$ cat config.mk
export PLATFORM = sky130hd
export DESIGN_NAME = sq_square
export DESIGN_NICKNAME = d
export VERILOG_FILES = /design/src/rtl/sq_square.sv
export SDC_FILE = /design/constraint.sdc
export NUM_CORES = 1
export LEC_CHECK = 0
export CAP_MARGIN = 0
export CELL_PAD_IN_SITES_DETAIL_PLACEMENT = 1
export CELL_PAD_IN_SITES_GLOBAL_PLACEMENT = 2
export CORE_MARGIN = 5
export CORE_UTILIZATION = 34
export CTS_BUF_LIST = sky130_fd_sc_hd__clkbuf_16
export DETAILED_ROUTE_END_ITERATION = 16
export HOLD_SLACK_MARGIN = 0.1
export PLACE_DENSITY = 0.79
export SLEW_MARGIN = 20
export SYNTH_ARGS = -nofsm -noshare
export SYNTH_HDL_FRONTEND = slang
export SYNTH_SLANG_ARGS = --single-unit
$ cat constraint.sdc
create_clock -name clk -period 7.1 [get_ports clk]
set_input_delay 1.42 -clock clk [delete_from_list [all_inputs] [get_ports clk]]
set_output_delay 1.42 -clock clk [all_outputs]
set_load 0.02 [all_outputs]
$ cat src/rtl/sq_square.sv
// Iterative shift-and-add squarer: a small controller FSM sequences a datapath
// that accumulates num * num one multiplier bit at a time.
module sq_square #(
  parameter int unsigned WIDTH = 16
) (
  input  logic               clk,
  input  logic               reset,
  input  logic [WIDTH-1:0]   num,
  input  logic               ready,
  output logic [2*WIDTH-1:0] sq,
  output logic               done,
  output logic               busy,
  output logic [2:0]         cs
);

  typedef enum logic [2:0] {
    StIdle  = 3'd0,
    StCheck = 3'd1,
    StAdd   = 3'd2,
    StShift = 3'd3,
    StDone  = 3'd4
  } state_e;

  state_e state_q, state_d;

  logic [2*WIDTH-1:0] mcand_q, mcand_d;
  logic [WIDTH-1:0]   mplier_q, mplier_d;
  logic [2*WIDTH-1:0] acc_q, acc_d;
  logic [2*WIDTH-1:0] sq_q, sq_d;

  logic load, add_en, shift_en, sq_en;

  // Controller
  always_comb begin
    state_d  = state_q;
    load     = 1'b0;
    add_en   = 1'b0;
    shift_en = 1'b0;
    sq_en    = 1'b0;
    case (state_q)
      StIdle: begin
        if (ready) begin
          load    = 1'b1;
          state_d = StCheck;
        end
      end
      StCheck: begin
        // An exhausted multiplier ends the loop early, skipping high-order zeros.
        if (mplier_q == '0) begin
          sq_en   = 1'b1;
          state_d = StDone;
        end else if (mplier_q[0]) begin
          state_d = StAdd;
        end else begin
          state_d = StShift;
        end
      end
      StAdd: begin
        add_en  = 1'b1;
        state_d = StShift;
      end
      StShift: begin
        shift_en = 1'b1;
        state_d  = StCheck;
      end
      StDone:  state_d = StIdle;
      default: state_d = StIdle;
    endcase
  end

  // Datapath
  always_comb begin
    mcand_d  = mcand_q;
    mplier_d = mplier_q;
    acc_d    = acc_q;
    sq_d     = sq_q;
    if (load) begin
      mcand_d  = {{WIDTH{1'b0}}, num};
      mplier_d = num;
      acc_d    = '0;
    end
    if (add_en) begin
      acc_d = acc_q + mcand_q;
    end
    if (shift_en) begin
      mcand_d  = mcand_q << 1;
      mplier_d = mplier_q >> 1;
    end
    if (sq_en) begin
      sq_d = acc_q;
    end
  end

  always_ff @(posedge clk or negedge reset) begin
    if (!reset) begin
      state_q  <= StIdle;
      mcand_q  <= '0;
      mplier_q <= '0;
      acc_q    <= '0;
      sq_q     <= '0;
    end else begin
      state_q  <= state_d;
      mcand_q  <= mcand_d;
      mplier_q <= mplier_d;
      acc_q    <= acc_d;
      sq_q     <= sq_d;
    end
  end

  assign sq   = sq_q;
  assign cs   = state_q;
  assign done = (state_q == StDone);
  assign busy = (state_q != StIdle);

endmodule
==> results.json <==
{
  "wirelength_mm": 15.8,
  "leakagePower_uw": 0.00339,
  "rows": 49,
  "cts_setup_buffers": 0,
  "cts_tree": "yes",
  "fin_worst_skew_ns": 0.0111,
  "num_io_pins": 56,
  "cts_resized": 0,
  "fin_crit_sh_pct": 49.4,
  "path_clk_slew_ns": 0.05,
  "syn-num-nets": 671,
  "maxCapViolCount": 0,
  "drc": 0,
  "regArea_um2": 2880,
  "layout_commonest_cell": "dfrtp_1",
  "antenna_found_initial": 0,
  "die_w_um": 144,
  "diodes": 0,
  "multiInputGateArea_um2": 3100,
  "final_cell_mix": "115 x dfrtp_1, 87 x nand2_1, 57 x a21oi_1",
  "grt_max_degree": 76,
  "place_congestion": 0.805,
  "fillers": 1999,
  "critPathLaunchType": "input pin",
  "cp_max_fo": 36,
  "finalHoldViolCount": 0,
  "synth-seq-area-share_pct": 47.1,
  "layout_setup_ws_ns": 3.59,
  "totalNegativeSetupSlack_ns": 0,
  "cts_buffers": 17,
  "end_kind": "flip-flop",
  "avgSynthCellArea_um2": 9.85,
  "rsz0062_at_grt": "no",
  "ys_warn_count": 0,
  "hold_class": "flip-flop to flip-flop",
  "drt-pass1-iter-count": 4,
  "relSlewSlack_pct": 29.2,
  "ys_ff_latch": 115,
  "clkSinkCount": 115,
  "path_class": "input pin to flip-flop",
  "grt_pass1_vias": 5175,
  "vias_per_cell": 5.32,
  "drt_iter0_drc": 199,
  "ir_drop_mv": 0.262,
  "grt_usage_pct": 16.3,
  "required_ns": 7.37,
  "worstPathCellList": "clkdlybuf4s50_1, nor2b_1, nand2_2, a211oi_1, a21oi_1",
  "overflow": 0,
  "tightest_slew_ns": 1.06,
  "max_freq_mhz": 285,
  "clk-insertion-delay-late_ns": 0.42,
  "place_hpwl_mm": 11.2,
  "vias": 4824,
  "arrival_ns": 3.78,
  "drv_slew": 0,
  "setup_viol": 0,
  "dieHeight_um": 144,
  "htreeDepth": 4,
  "die_area_um2": 20800,
  "crit_path_max_incr_delay_ns": 0.76,
  "port_buffers": 55,
  "place_ws_ns": 3.17,
  "fin_nets": 719,
  "wl_per_cell_um": 17.4,
  "ctsHoldBuffers": 0,
  "core_um2": 17800,
  "outcome": "complete, no violations",
  "ant_nets": 0,
  "cp_slowest_cell": "nor2b_1",
  "period_needed_ns": 3.51,
  "clock-root-buffer": "clkbuf_16",
  "start_util_pct": 34.2,
  "syn-cell-area_um2": 6110,
  "drive_gt1_share_pct": 11.8,
  "synth.distinct_cells": 54,
  "synthToLayoutAreaGrowth_pct": 20.9,
  "clockBufferDepth": 2,
  "syn_inst": 620,
  "grt_pass1_wl_mm": 26.7,
  "power_density_nw_per_um2": 456
}
-- registers in the layout (all words and copies together), names as in the netlist --
register	flops
acc_q	32
mcand_q	32
sq	32
mplier_q	16
cs	3
-- worst max-delay path: cells and delay by family --
family	cells	cell delay, ns
and+or+nand+nor	2	1.40
AOI/OAI and AO/OA	2	0.51
buffers and inverters	1	0.45
-- path summary, 6_finish.rpt --
check | end | slack, ns | cells after the start | startpoint
setup / recovery | mcand_q[2] | 3.59 | 5 | ready
hold / removal | acc_q[31] | 0.49 | 1 | acc_q[31]
setup reg to reg | acc_q[30] | 3.79 | 12 | acc_q[0]
hold reg to reg | acc_q[31] | 0.49 | 1 | acc_q[31]
max in group asynchronous | mplier_q[6] | 4.76 | 2 | reset
min in group asynchronous | acc_q[1] | 1.05 | 1 | reset
-- power breakdown --
| part | total [uW] | internal [uW] | switching, uW |
|---|---|---|---|
| Clock | 753 | 462 | 291 |
| Sequential | 1110 | 902 | 207 |
| Combinational | 1510 | 618 | 891 |
-- through the flow --
stage                     hold WS, ns  utilization (%)  total power (uW)  std cells  area [um^2]
after detailed placement        0.479             38.6              2640        878         6880
after global routing            0.505             41.4              3630        907         7390
final                           0.486             41.4              3370        907         7390
after floorplan                 0.443                -              2150        620         6110
after global placement          0.472             38.5              2560        878         6880
after CTS                       0.485             41.4              3410        907         7390
-- synthesized netlist by cell type (all sizes together) --
cell | n | area [um^2]
a211o | 1 | 8.76
a211oi | 3 | 27.5
a21boi | 2 | 15.0
a21o | 10 | 75.1
a21oi | 58 | 294
a22o | 17 | 149
a311oi | 1 | 15.0
a31o | 2 | 17.5
a31oi | 11 | 83.8
a41oi | 1 | 8.76
and2 | 2 | 15.0
and3 | 15 | 93.8
and4b | 1 | 10.0
clkbuf | 29 | 109
dfrtp | 115 | 2880
fa | 1 | 20.0
ha | 31 | 388
inv | 12 | 45.0
mux2 | 33 | 372
mux2i | 4 | 40.0
nand2 | 88 | 330
nand2b | 2 | 12.5
nand3 | 9 | 45.0
nand3b | 1 | 7.51
nand4 | 4 | 25.0
nand4b | 1 | 8.76
nor2 | 29 | 111
nor2b | 5 | 33.8
nor3 | 5 | 25.0
nor3b | 4 | 30.0
nor4 | 5 | 31.3
o211ai | 3 | 32.5
o21a | 4 | 30.0
o21ai | 67 | 335
o21bai | 5 | 37.5
o2bb2ai | 1 | 8.76
o311ai | 1 | 8.76
o31ai | 4 | 40.0
o41ai | 1 | 27.5
or2 | 2 | 12.5
or3 | 4 | 25.0
or4 | 1 | 7.51
xnor2 | 11 | 96.3
xor2 | 14 | 123
-- final cells by class --
class / count / share of cell area (%)
Clock buffer: 17 / 5.76
Inverter: 12 / 0.610
Clock inverter: 12 / 1.08
Tap cell: 229 / 3.88
Multi-Input combinational cell: 464 / 42.0
Sequential cell: 115 / 39.0
Timing Repair Buffer: 58 / 7.72
-- logic make-up after synthesis --
kind of cell / Yosys count / synth area share (%)
AO/OA/AOI/OAI: 192 / 19.9
AND/OR/NAND/NOR: 178 / 13.5
flip-flops: 115 / 47.1
buffers and inverters: 41 / 2.52
multiplexers: 37 / 6.74
adder cells (fa/ha/maj): 32 / 6.68
XOR/XNOR: 25 / 3.58
-- routing by layer --
metal	vias up	routed length (um)	part of all wire [%]	GRT usage, %
li1	2334	-	-	-
met1	2403	7750	49	22.4
met2	67	7240	46	25.3
met3	20	500	3.2	3.17
met4	0	313	2.0	6.44
met5	-	0	0	0
Power figures use the tool's default switching activity.
